==> src/rtl/alu_tx_hex_formatter_pkg.sv <==
// Shared types and constants for the ALU-to-UART hex string formatter.
// Provides state encoding, ASCII constants and the digit-count helper.
package tx_fmt_pkg;

    localparam logic [1:0] ST_IDLE    = 2'd0;
    localparam logic [1:0] ST_EMIT    = 2'd1;
    localparam logic [1:0] ST_TERM_CR = 2'd2;
    localparam logic [1:0] ST_TERM_LF = 2'd3;

    typedef enum logic [1:0] {
        IDLE    = ST_IDLE,
        EMIT    = ST_EMIT,
        TERM_CR = ST_TERM_CR,
        TERM_LF = ST_TERM_LF
    } state_t;

    localparam logic [7:0] ASCII_0  = 8'h30;
    localparam logic [7:0] ASCII_A  = 8'h41;
    localparam logic [7:0] ASCII_CR = 8'h0D;
    localparam logic [7:0] ASCII_LF = 8'h0A;

    function automatic int ndig(input int w);
        return (w + 3) / 4;
    endfunction

endpackage

==> src/rtl/alu_tx_hex_formatter_if.sv <==
// Handshake/bus bundle between the ALU side, the formatter and the TX FIFO.
// Signals: enviar, DATO_ALU, fifo_full (to formatter); WR_FIFO, data_fifo, busy, drop (from it).
interface alu_tx_hex_formatter_if #(
    parameter int DATA_W = 8,
    parameter int OUT_W  = 8
);
    logic              enviar;
    logic [DATA_W-1:0] DATO_ALU;
    logic              fifo_full;
    logic              WR_FIFO;
    logic [OUT_W-1:0]  data_fifo;
    logic              busy;
    logic              drop;

    modport master (
        output enviar, DATO_ALU, fifo_full,
        input  WR_FIFO, data_fifo, busy, drop
    );

    modport slave (
        input  enviar, DATO_ALU, fifo_full,
        output WR_FIFO, data_fifo, busy, drop
    );
endinterface

==> src/rtl/alu_tx_hex_formatter_nibble_to_ascii.sv <==
// Combinational 4-bit nibble to uppercase ASCII hex character.
// Ports: nib_i (nibble in), ascii_o (ASCII byte out).
module nibble_to_ascii
    import tx_fmt_pkg::*;
(
    input  logic [3:0] nib_i,
    output logic [7:0] ascii_o
);
    always_comb begin
        if (nib_i < 4'd10) begin
            ascii_o = ASCII_0 + {4'h0, nib_i};
        end else begin
            ascii_o = ASCII_A + {4'h0, nib_i} - 8'd10;
        end
    end
endmodule

==> src/rtl/alu_tx_hex_formatter.sv <==
// Formats an ALU result as MSB-first ASCII hex and writes it into the UART TX FIFO.
// Ports: CLK, RESET (async, active-high), bus (slave modport: enviar, DATO_ALU,
// fifo_full in; WR_FIFO, data_fifo, busy, drop out). Macro TERMINATOR_CRLF_EN adds CR/LF.
module alu_tx_hex_formatter
    import tx_fmt_pkg::*;
#(
    parameter int DATA_W         = 8,
    parameter int OUT_W          = 8,
    parameter bit SUPPRESS_ZEROS = 1'b0
) (
    input logic                   CLK,
    input logic                   RESET,
    alu_tx_hex_formatter_if.slave bus
);
    localparam int NDIG  = ndig(DATA_W);
    localparam int PAD_W = NDIG * 4;
    localparam int IDX_W = (NDIG > 1) ? $clog2(NDIG) : 1;

    state_t             state_q, state_d;
    logic [PAD_W-1:0]   val_q, val_d;
    logic [IDX_W-1:0]   idx_q, idx_d;

    logic [PAD_W-1:0]   din_pad;
    logic [IDX_W-1:0]   lead_idx;
    logic [3:0]         sel_nib;
    logic [7:0]         sel_ascii;
    logic               wr;
    logic [OUT_W-1:0]   data;
    logic               drop;

    // Top nibble is zero-padded when DATA_W is not a multiple of 4.
    assign din_pad = PAD_W'(bus.DATO_ALU);
    assign sel_nib = val_q[{idx_q, 2'b00} +: 4];

    // Highest non-zero nibble; ascending scan so the last hit wins.
    always_comb begin
        lead_idx = '0;
        for (int i = 0; i < NDIG; i++) begin
            if (din_pad[4*i +: 4] != 4'h0) begin
                lead_idx = IDX_W'(i);
            end
        end
    end

    nibble_to_ascii u_n2a (
        .nib_i   (sel_nib),
        .ascii_o (sel_ascii)
    );

    always_comb begin
        state_d = state_q;
        val_d   = val_q;
        idx_d   = idx_q;
        wr      = 1'b0;
        data    = '0;
        unique case (state_q)
            IDLE: begin
                if (bus.enviar) begin
                    val_d   = din_pad;
                    idx_d   = SUPPRESS_ZEROS ? lead_idx : IDX_W'(NDIG - 1);
                    state_d = EMIT;
                end
            end
            EMIT: begin
                if (!bus.fifo_full) begin
                    wr   = 1'b1;
                    data = sel_ascii;
                    if (idx_q != '0) begin
                        idx_d = idx_q - 1'b1;
                    end else begin
`ifdef TERMINATOR_CRLF_EN
                        state_d = TERM_CR;
`else
                        state_d = IDLE;
`endif
                    end
                end
            end
`ifdef TERMINATOR_CRLF_EN
            TERM_CR: begin
                if (!bus.fifo_full) begin
                    wr      = 1'b1;
                    data    = ASCII_CR;
                    state_d = TERM_LF;
                end
            end
            TERM_LF: begin
                if (!bus.fifo_full) begin
                    wr      = 1'b1;
                    data    = ASCII_LF;
                    state_d = IDLE;
                end
            end
`endif
            default: state_d = IDLE;
        endcase
        // A request on the final-write cycle is lost silently, not dropped.
        drop = bus.enviar && (state_q != IDLE) && (state_d != IDLE);
    end

    always_ff @(posedge CLK or posedge RESET) begin
        if (RESET) begin
            state_q <= IDLE;
            val_q   <= '0;
            idx_q   <= '0;
        end else begin
            state_q <= state_d;
            val_q   <= val_d;
            idx_q   <= idx_d;
        end
    end

    assign bus.WR_FIFO   = wr;
    assign bus.data_fifo = data;
    assign bus.busy      = (state_q != IDLE);
    assign bus.drop      = drop;

endmodule
==> src/flat_wrapper.sv <==
// flat-port wrapper written by rule: the top's interface ports become plain ports
module alu_tx_hex_formatter_flat import tx_fmt_pkg::*;
#(
    parameter int DATA_W         = 8,
    parameter int OUT_W          = 8,
    parameter bit SUPPRESS_ZEROS = 1'b0
)
  (CLK, RESET, bus_enviar, bus_DATO_ALU, bus_fifo_full, bus_WR_FIFO, bus_data_fifo, bus_busy, bus_drop);
  alu_tx_hex_formatter_if #(.DATA_W(DATA_W), .OUT_W(OUT_W)) bus_i ();
  input logic CLK;
  input logic RESET;
  input wire logic [$bits(bus_i.enviar)-1:0] bus_enviar;
  input wire logic [$bits(bus_i.DATO_ALU)-1:0] bus_DATO_ALU;
  input wire logic [$bits(bus_i.fifo_full)-1:0] bus_fifo_full;
  output wire logic [$bits(bus_i.WR_FIFO)-1:0] bus_WR_FIFO;
  output wire logic [$bits(bus_i.data_fifo)-1:0] bus_data_fifo;
  output wire logic [$bits(bus_i.busy)-1:0] bus_busy;
  output wire logic [$bits(bus_i.drop)-1:0] bus_drop;
  assign bus_i.enviar = bus_enviar;
  assign bus_i.DATO_ALU = bus_DATO_ALU;
  assign bus_i.fifo_full = bus_fifo_full;
  assign bus_WR_FIFO = bus_i.WR_FIFO;
  assign bus_data_fifo = bus_i.data_fifo;
  assign bus_busy = bus_i.busy;
  assign bus_drop = bus_i.drop;
  alu_tx_hex_formatter #(.DATA_W(DATA_W), .OUT_W(OUT_W), .SUPPRESS_ZEROS(SUPPRESS_ZEROS)) u_core (.CLK(CLK), .RESET(RESET), .bus(bus_i));
endmodule
==> config.mk <==
export PLATFORM = sky130hd
export DESIGN_NAME = alu_tx_hex_formatter_flat
export DESIGN_NICKNAME = d
export VERILOG_FILES = /design/src/rtl/alu_tx_hex_formatter_pkg.sv /design/src/rtl/alu_tx_hex_formatter_if.sv /design/src/rtl/alu_tx_hex_formatter_nibble_to_ascii.sv /design/src/rtl/alu_tx_hex_formatter.sv /design/src/flat_wrapper.sv
export SDC_FILE = /design/constraint.sdc
export NUM_CORES = 1
export LEC_CHECK = 0
export BUFFER_PORTS_ARGS = -buffer_cell sky130_fd_sc_hd__buf_2
export CORE_MARGIN = 1.5
export CORE_UTILIZATION = 25
export DETAILED_ROUTE_END_ITERATION = 10
export PLACE_DENSITY = 0.57
export SETUP_SLACK_MARGIN = 0.15
export SLEW_MARGIN = 15
export SYNTH_ARGS = -nofsm -noshare
export SYNTH_HDL_FRONTEND = slang
export SYNTH_SLANG_ARGS = --single-unit
==> constraint.sdc <==
create_clock -name CLK -period 1.63 [get_ports CLK]
set_input_delay 0.0815 -clock CLK [delete_from_list [all_inputs] [get_ports CLK]]
set_output_delay 0.0815 -clock CLK [all_outputs]
set_load 0.005 [all_outputs]
==> results by group, run 1 <==
Yosys
  • Async set-or-reset flop fraction in the synthesized netlist: 100.0%
  • Largest family of logic cells by synthesized area: multiplexers
  • Area leader, netlist: dfrtp_1
  • Yosys top cell area share: 41.43%
  • Number of warnings issued by yosys: 0
  • Synth unique cells: 27
  • Synth Area in Compound Gates: 9.981%
  • Post-Synth XOR/XNOR Area: 0%
  • Post-synthesis simple-gate area fraction: 18.08%
  • Mux cell area share after synthesis: 22.98%
  • Synth top area cells: dfrtp_1, mux2_2, mux2i_1, nor3b_4, inv_1
  • Area share of fa/ha/maj cells after synthesis: 1.883%
  • Number of synthesized flops with an enable pin: 0
  • Mapped Cells: 59
  • Seq/Total Area, Yosys: 41.43%
  • Syn Std Cell Area: 664.4 µm²
  • Mapped Avg Cell Area: 11.26 µm²
  • Number of synthesized register bits: 11
  • Synth Flop Type: dfrtp_1

Global routing
  • GRT Residual Overflow: 0
  • Largest net degree at the start of global routing: 12
  • Vias in the first global route: 599
  • GRT Overall Usage: 11.52%
  • Initial antenna violation count: 0
  • First-pass GRT wire length: 2.428 mm

Clock network
  • CTS tree: yes
  • CTS root buffer: clkbuf_4
  • Clock Path Buffers: 2
  • Clock transition at path regs: 60 ps
  • Skew-Pair Late Insertion Delay: 260 ps
  • CTS sink cnt: 11
  • CTS HTree Levels: 1
  • CTS buffer count: 3

Routing
  • Via density per instance: 4.560
  • Remaining DRCs: 0
  • Initial DRT Pass Iterations: 2
  • DR vias: 570
  • DR WL/cell: 11.58 µm
  • Final Routed Wirelength: 1.447 mm
  • DRT antenna net count: 0
  • Starting DRT DRC Count: 6

STA
  • # setup viols final: 8
  • Min Tclk post-route: 1861 ps
  • FMAX: 0.5374 GHz
  • RSZ-0062 raised after global routing: yes
  • Final Max Tran Viols: 0
  • Final Hold Vio Count: 0
  • Post-route clock skew: 1.614 ps
  • Total Neg Setup Slack: -1247 ps
  • Final Worst Setup Slack: -230.8 ps
  • Tcrit/Tclk final: 114.2%

Power
  • PD cells: 967.0 nW/µm²
  • Maximum vdd drop: 0.6978 mV
  • Leak: 0.0004596 µW

Place
  • PortBufs: 21
  • Gp weighted congestion: 0.7902
  • Placed Area: 839.6 µm²
  • Number of placed instances, taps included: 114
  • DP HPWL: 1.138 mm

Run
  • Max cap viols: 0

Setup path
  • Crit start category: flop
  • WS Path Type: reg -> out
  • FF-to-FF End: u_core.val_q[7]
  • Worst Path Required: 1550 ps
  • CP max FO: 7
  • Worst-case reg-to-reg path depth: 2
  • Critical path endpoint category: output pin
  • FF-to-FF Start: u_core.state_q[0]
  • Reg2reg setup slack: 220 ps
  • Critical path arrival: 1780 ps

Worst hold path
  • Hold Path Depth: 2
  • Hold_sp: bus_DATO_ALU[0]
  • Hold Path Class: in -> reg
  • Hold EP: u_core.val_q[0]

Floorplan
  • Core Rows: 18
  • DIE HEIGHT: 54.55 µm
  • Die width: 54.55 µm
  • Die area: 2976 µm²
  • CORE AREA: 2500 µm²
  • Initial Utilization: 26.58%
  • I/O pin cnt: 23

Finish
  • Diode count: 0
  • Post-route cell area: 944.7 µm²
  • Layout area overhead: 42.18%
  • Final Non-Filler Cells: 125
  • Share of layout cells above drive strength 1: 62.11%
  • Fin nets: 109
  • Fillers: 261

Run status
  • Failing checks: negative setup slack
  • Status: complete, but fails checks
layer usage:
metal  track usage (%)  vias to the layer above  share of wire, %
li1                  -                      289                 -
met5                 0                        -                 0
met1             13.66                      270                44
met3             1.639                        0               2.8
met4             5.000                        0                 0
met2             20.48                       11                53
where the power goes:
group | switching [µW] | internal, µW
clock | 79.3 | 94.4
sequential | 47.6 | 320
combinational | 146 | 227
cell type report:
cell class | instances | area (µm²) | share of cell area, %
Clock buffer | 4 | 26.28 | 2.781
Inverter | 4 | 15.01 | 1.589
Multi-Input combinational cell | 43 | 389.1 | 41.19
Sequential cell | 11 | 275.3 | 29.14
Tap cell | 30 | 37.54 | 3.974
Timing Repair Buffer | 33 | 201.4 | 21.32
synth_stat cells, drive strengths merged, types with 2 or more instances:
master and number:
a21oi 2, mux2i 4, dfrtp 11, nor2 4, inv 4, a211o 2, buf 2, mux2 10
nand2 4
state kept, by name (all words and copies together) (netlist names):
name,count
u_core.state_q,2
u_core.idx_q,1
u_core.val_q,8
how the worst max path moves through the flow:
stage                      start  cells past startpoint          endpoint
detailed placement  u_core.idx_q                      6  bus_data_fifo[4]
global placement    u_core.idx_q                      4  bus_data_fifo[1]
floorplan           u_core.idx_q                      6  bus_data_fifo[4]
global route        u_core.idx_q                      6  bus_data_fifo[6]
finish              u_core.idx_q                      6  bus_data_fifo[0]
CTS                 u_core.idx_q                      6  bus_data_fifo[6]
critical path, cell delays in order, from the launching register on:
cell	delay [ps]
dfrtp_1	420
buf_4	150
buf_6	120
or3_4	380
and3_4	180
mux2i_1	130
buf_2	130
through the flow:
step,hold WS (ps),power [µW],worst slack (ps),util [%]
detailed placement,91.07,669.8,11.21,33.58
floorplan,-66.06,568.5,129.0,-
global route,53.48,985.8,-324.8,37.79
CTS,45.02,866.2,-237.1,35.49
finish,58.45,913.5,-230.8,37.79
global placement,79.44,660.3,61.83,33.58
placed cells by master (no fill, tap or decap), drive strengths merged:
master | netlist | routed
mux2 | 10 | 10
or3b | 1 | 1
a221oi | 1 | 1
a211o | 2 | 2
nor3b | 1 | 1
nor2 | 4 | 4
inv | 4 | 4
a211oi | 1 | 1
clkbuf | 0 | 4
nand2 | 4 | 4
ha | 1 | 1
nand2b | 1 | 1
or3 | 1 | 1
and3 | 1 | 1
a31oi | 1 | 1
mux2i | 4 | 4
or2 | 1 | 1
o21bai | 1 | 1
buf | 2 | 32
a21oi | 2 | 2
conb | 1 | 2
and3b | 1 | 1
dfrtp | 11 | 11
nor4bb | 1 | 1
a21o | 1 | 1
dlygate4sd3 | 0 | 1
nand4b | 1 | 1
kinds of logic after synthesis:
group                    after synthesis
AND/OR/NAND/NOR                       17
multiplexers                          14
buffers and inverters                  6
other                                  1
AO/OA/AOI/OAI                          9
adder cells (fa/ha/maj)                1
flip-flops                            11
timing repair:
| action | CTS | global route |
|---|---|---|
| endpoints found under the hold margin | 11 | 0 |
| setup buffers | 1 | 5 |
| pin swaps | 3 | 4 |
| hold buffers | 1 | 0 |
| setup endpoints to repair | 7 | 13 |
| gates resized for setup | 1 | 6 |
No activity file was read; power rests on OpenSTA's default activity.
==> run 2: changes to the inputs <==
Settings changed: BUFFER_PORTS_ARGS -buffer_cell sky130_fd_sc_hd__buf_2 to unset, CTS_CLUSTER_DIAMETER set to 150, DONT_BUFFER_PORTS set to 1, PLACE_DENSITY 0.57 to 0.49.
==> results by group, run 2 (synthesis gave the netlist of run 1 again) <==
Floorplan
  • DIE HEIGHT: 54.55 µm (unchanged)
  • Die area: 2976 µm² (unchanged)
  • I/O pin cnt: 23 (unchanged)
  • Die width: 54.55 µm (unchanged)
  • Initial Utilization: 26.58% (unchanged)
  • CORE AREA: 2500 µm² (unchanged)
  • Core Rows: 18 (unchanged)

STA
  • Final Worst Setup Slack: -198.3 ps (+32.50 ps)
  • FMAX: 0.5470 GHz (+1.8%)
  • # setup viols final: 7 (-1)
  • Post-route clock skew: 2.679 ps (+1.065 ps)
  • Min Tclk post-route: 1828 ps (-32.50 ps)
  • Final Hold Vio Count: 0 (unchanged)
  • Tcrit/Tclk final: 112.2% (-2.0 points)
  • RSZ-0062 raised after global routing: yes
  • Final Max Tran Viols: 0 (unchanged)

Global routing
  • Met3 usage: 3.005% (+1.4 points)
  • Initial antenna violation count: 0 (unchanged)
  • Vias in the first global route: 546 (-8.8%)
  • GRT Overall Usage: 12.39% (+0.87 points)
  • GRT busiest layer: met2
  • First-pass GRT wire length: 2.539 mm (+4.6%)
  • Largest net degree at the start of global routing: 12 (unchanged)
  • Routing usage on met2: 18.47% (-2.0 points)
  • Routing usage on met1: 14.86% (+1.2 points)
  • GRT Residual Overflow: 0 (unchanged)

Run
  • Max cap viols: 0 (unchanged)

Setup path
  • Cell family with most CP delay: compound AO/OA/AOI/OAI gates
  • Worst Path Buf+Inv: 1 (-2)
  • CP peak stage delay: 450 ps (+30 ps)
  • Crit-path slowest cell: dfrtp_2
  • CP cell instances: mux2i_4 -> ha_4 -> inv_2 -> a211o_2 -> a31oi_2
  • CP max FO: 4 (-3)
  • Worst Path Required: 1550 ps (about the same)
  • Crit start category: flop
  • Critical path arrival: 1750 ps (-30 ps)
  • Critical path endpoint category: output pin
  • WS Path Type: reg -> out

Routing
  • Initial DRT Pass Iterations: 3 (+1)
  • DR WL/cell: 14.12 µm (+22%)
  • Remaining DRCs: 0 (unchanged)
  • Starting DRT DRC Count: 1 (-5)
  • DR vias: 564 (-1.1%)
  • Via density per instance: 4.821 (+5.7%)
  • Final Routed Wirelength: 1.652 mm (+14%)
  • DRT antenna net count: 0 (unchanged)

Power
  • Leak: 0.0004359 µW (-5.2%)
  • Maximum vdd drop: 0.5836 mV (-16%)
  • Total power: 1025 µW (+12%)
  • PD cells: 972.9 nW/µm² (+0.61%)

Finish
  • Largest regs: u_core.val_q: 8 flops, u_core.state_q: 2 flops, u_core.idx_q: 1 flops
  • Share of layout cells above drive strength 1: 57.47% (-4.6 points)
  • Final core utilization: 42.14% (+4.4 points)
  • Top reg by flops: u_core.val_q
  • Max reg flops: 8 (unchanged)
  • Commonest cells after routing, fill and taps aside: dlygate4sd3_1, buf_4, mux2_2
  • Layout area overhead: 58.57%
  • Diode count: 0 (unchanged)
  • Fin nets: 101 (-7.3%)

Clock network
  • CTS root buffer: clkbuf_4
  • CTS HTree Levels: 1 (unchanged)
  • Clock Path Buffers: 2 (unchanged)
  • CTS sink cnt: 11 (unchanged)
  • Clock transition at path regs: 70 ps (about the same)
  • CTS buffer count: 3 (unchanged)
  • CTS tree: yes
  • Skew-Pair Late Insertion Delay: 270 ps (about the same)

Run status
  • Status: complete, but fails checks
  • Failing checks: negative setup slack

Worst hold path
  • Hold Path Class: in -> reg

Place
  • DP HPWL: 1.099 mm (-3.4%)
  • PortBufs: 0 (-100%)
  • Gp weighted congestion: 0.7758 (-1.8%)
## run 2: worst paths after layout
check	start	to	slack, ps	depth (start not counted)
worst max-delay path	u_core.idx_q	bus_data_fifo[4]	-200	5
worst min-delay path	bus_fifo_full	u_core.state_q[0]	30	2
worst max register to register	u_core.state_q[0]	u_core.val_q[6]	220	2
worst min register to register	u_core.val_q[3]	u_core.val_q[3]	510	1
max in group asynchronous	RESET	u_core.state_q[0]	1080	2
min in group asynchronous	RESET	u_core.val_q[5]	240	2
## run 2: final cells by class
class	instances	area, µm²
Fill cell	240	1446
Multi-Input combinational cell	43	464.2
Sequential cell	11	279.0
Timing Repair Buffer	25	231.5
Tap cell	30	37.54
Clock buffer	4	26.28
Inverter	4	15.01
## run 2: through the flow
step	cell area, µm²	setup WS [ps]	TNS, ps	cells	hold slack, ps
floorplan	678.2	129.0	0	60	-66.06
global placement	742.0	35.57	0	94	-20.36
detailed placement	742.0	-57.43	-85.11	94	-19.87
CTS	965.9	-212.4	-1145	114	40.31
global route	1054	-266.9	-1397	117	36.87
finish	1054	-198.3	-963.9	117	25.91
## run 2: repair_timing
action	in CTS	in global routing
hold endpoints to repair	20	0
resized for setup	12	14
setup endpoints to repair	7	8
setup buffers	6	3
pin swaps	5	7
hold buffers	10	0
## run 2: report_power, final
group          internal (µW)  switching (µW)  total [µW]
sequential               321            57.8         379
combinational            281             184         465
clock                   94.8            86.9         182
## run 2: layer usage
layer | wire length (µm) | vias up | part of all wire (%)
li1 | - | 267 | -
met3 | 90 | 9 | 5.4
met1 | 710 | 266 | 43
met5 | 0 | - | 0
met2 | 775 | 22 | 47
met4 | 76 | 0 | 4.6
## run 2: worst register-to-register path, delay by kind of cell (launching register included)
kind	cells	cell delay, ps
mux	1	390
flops	1	450
simple gates	1	450
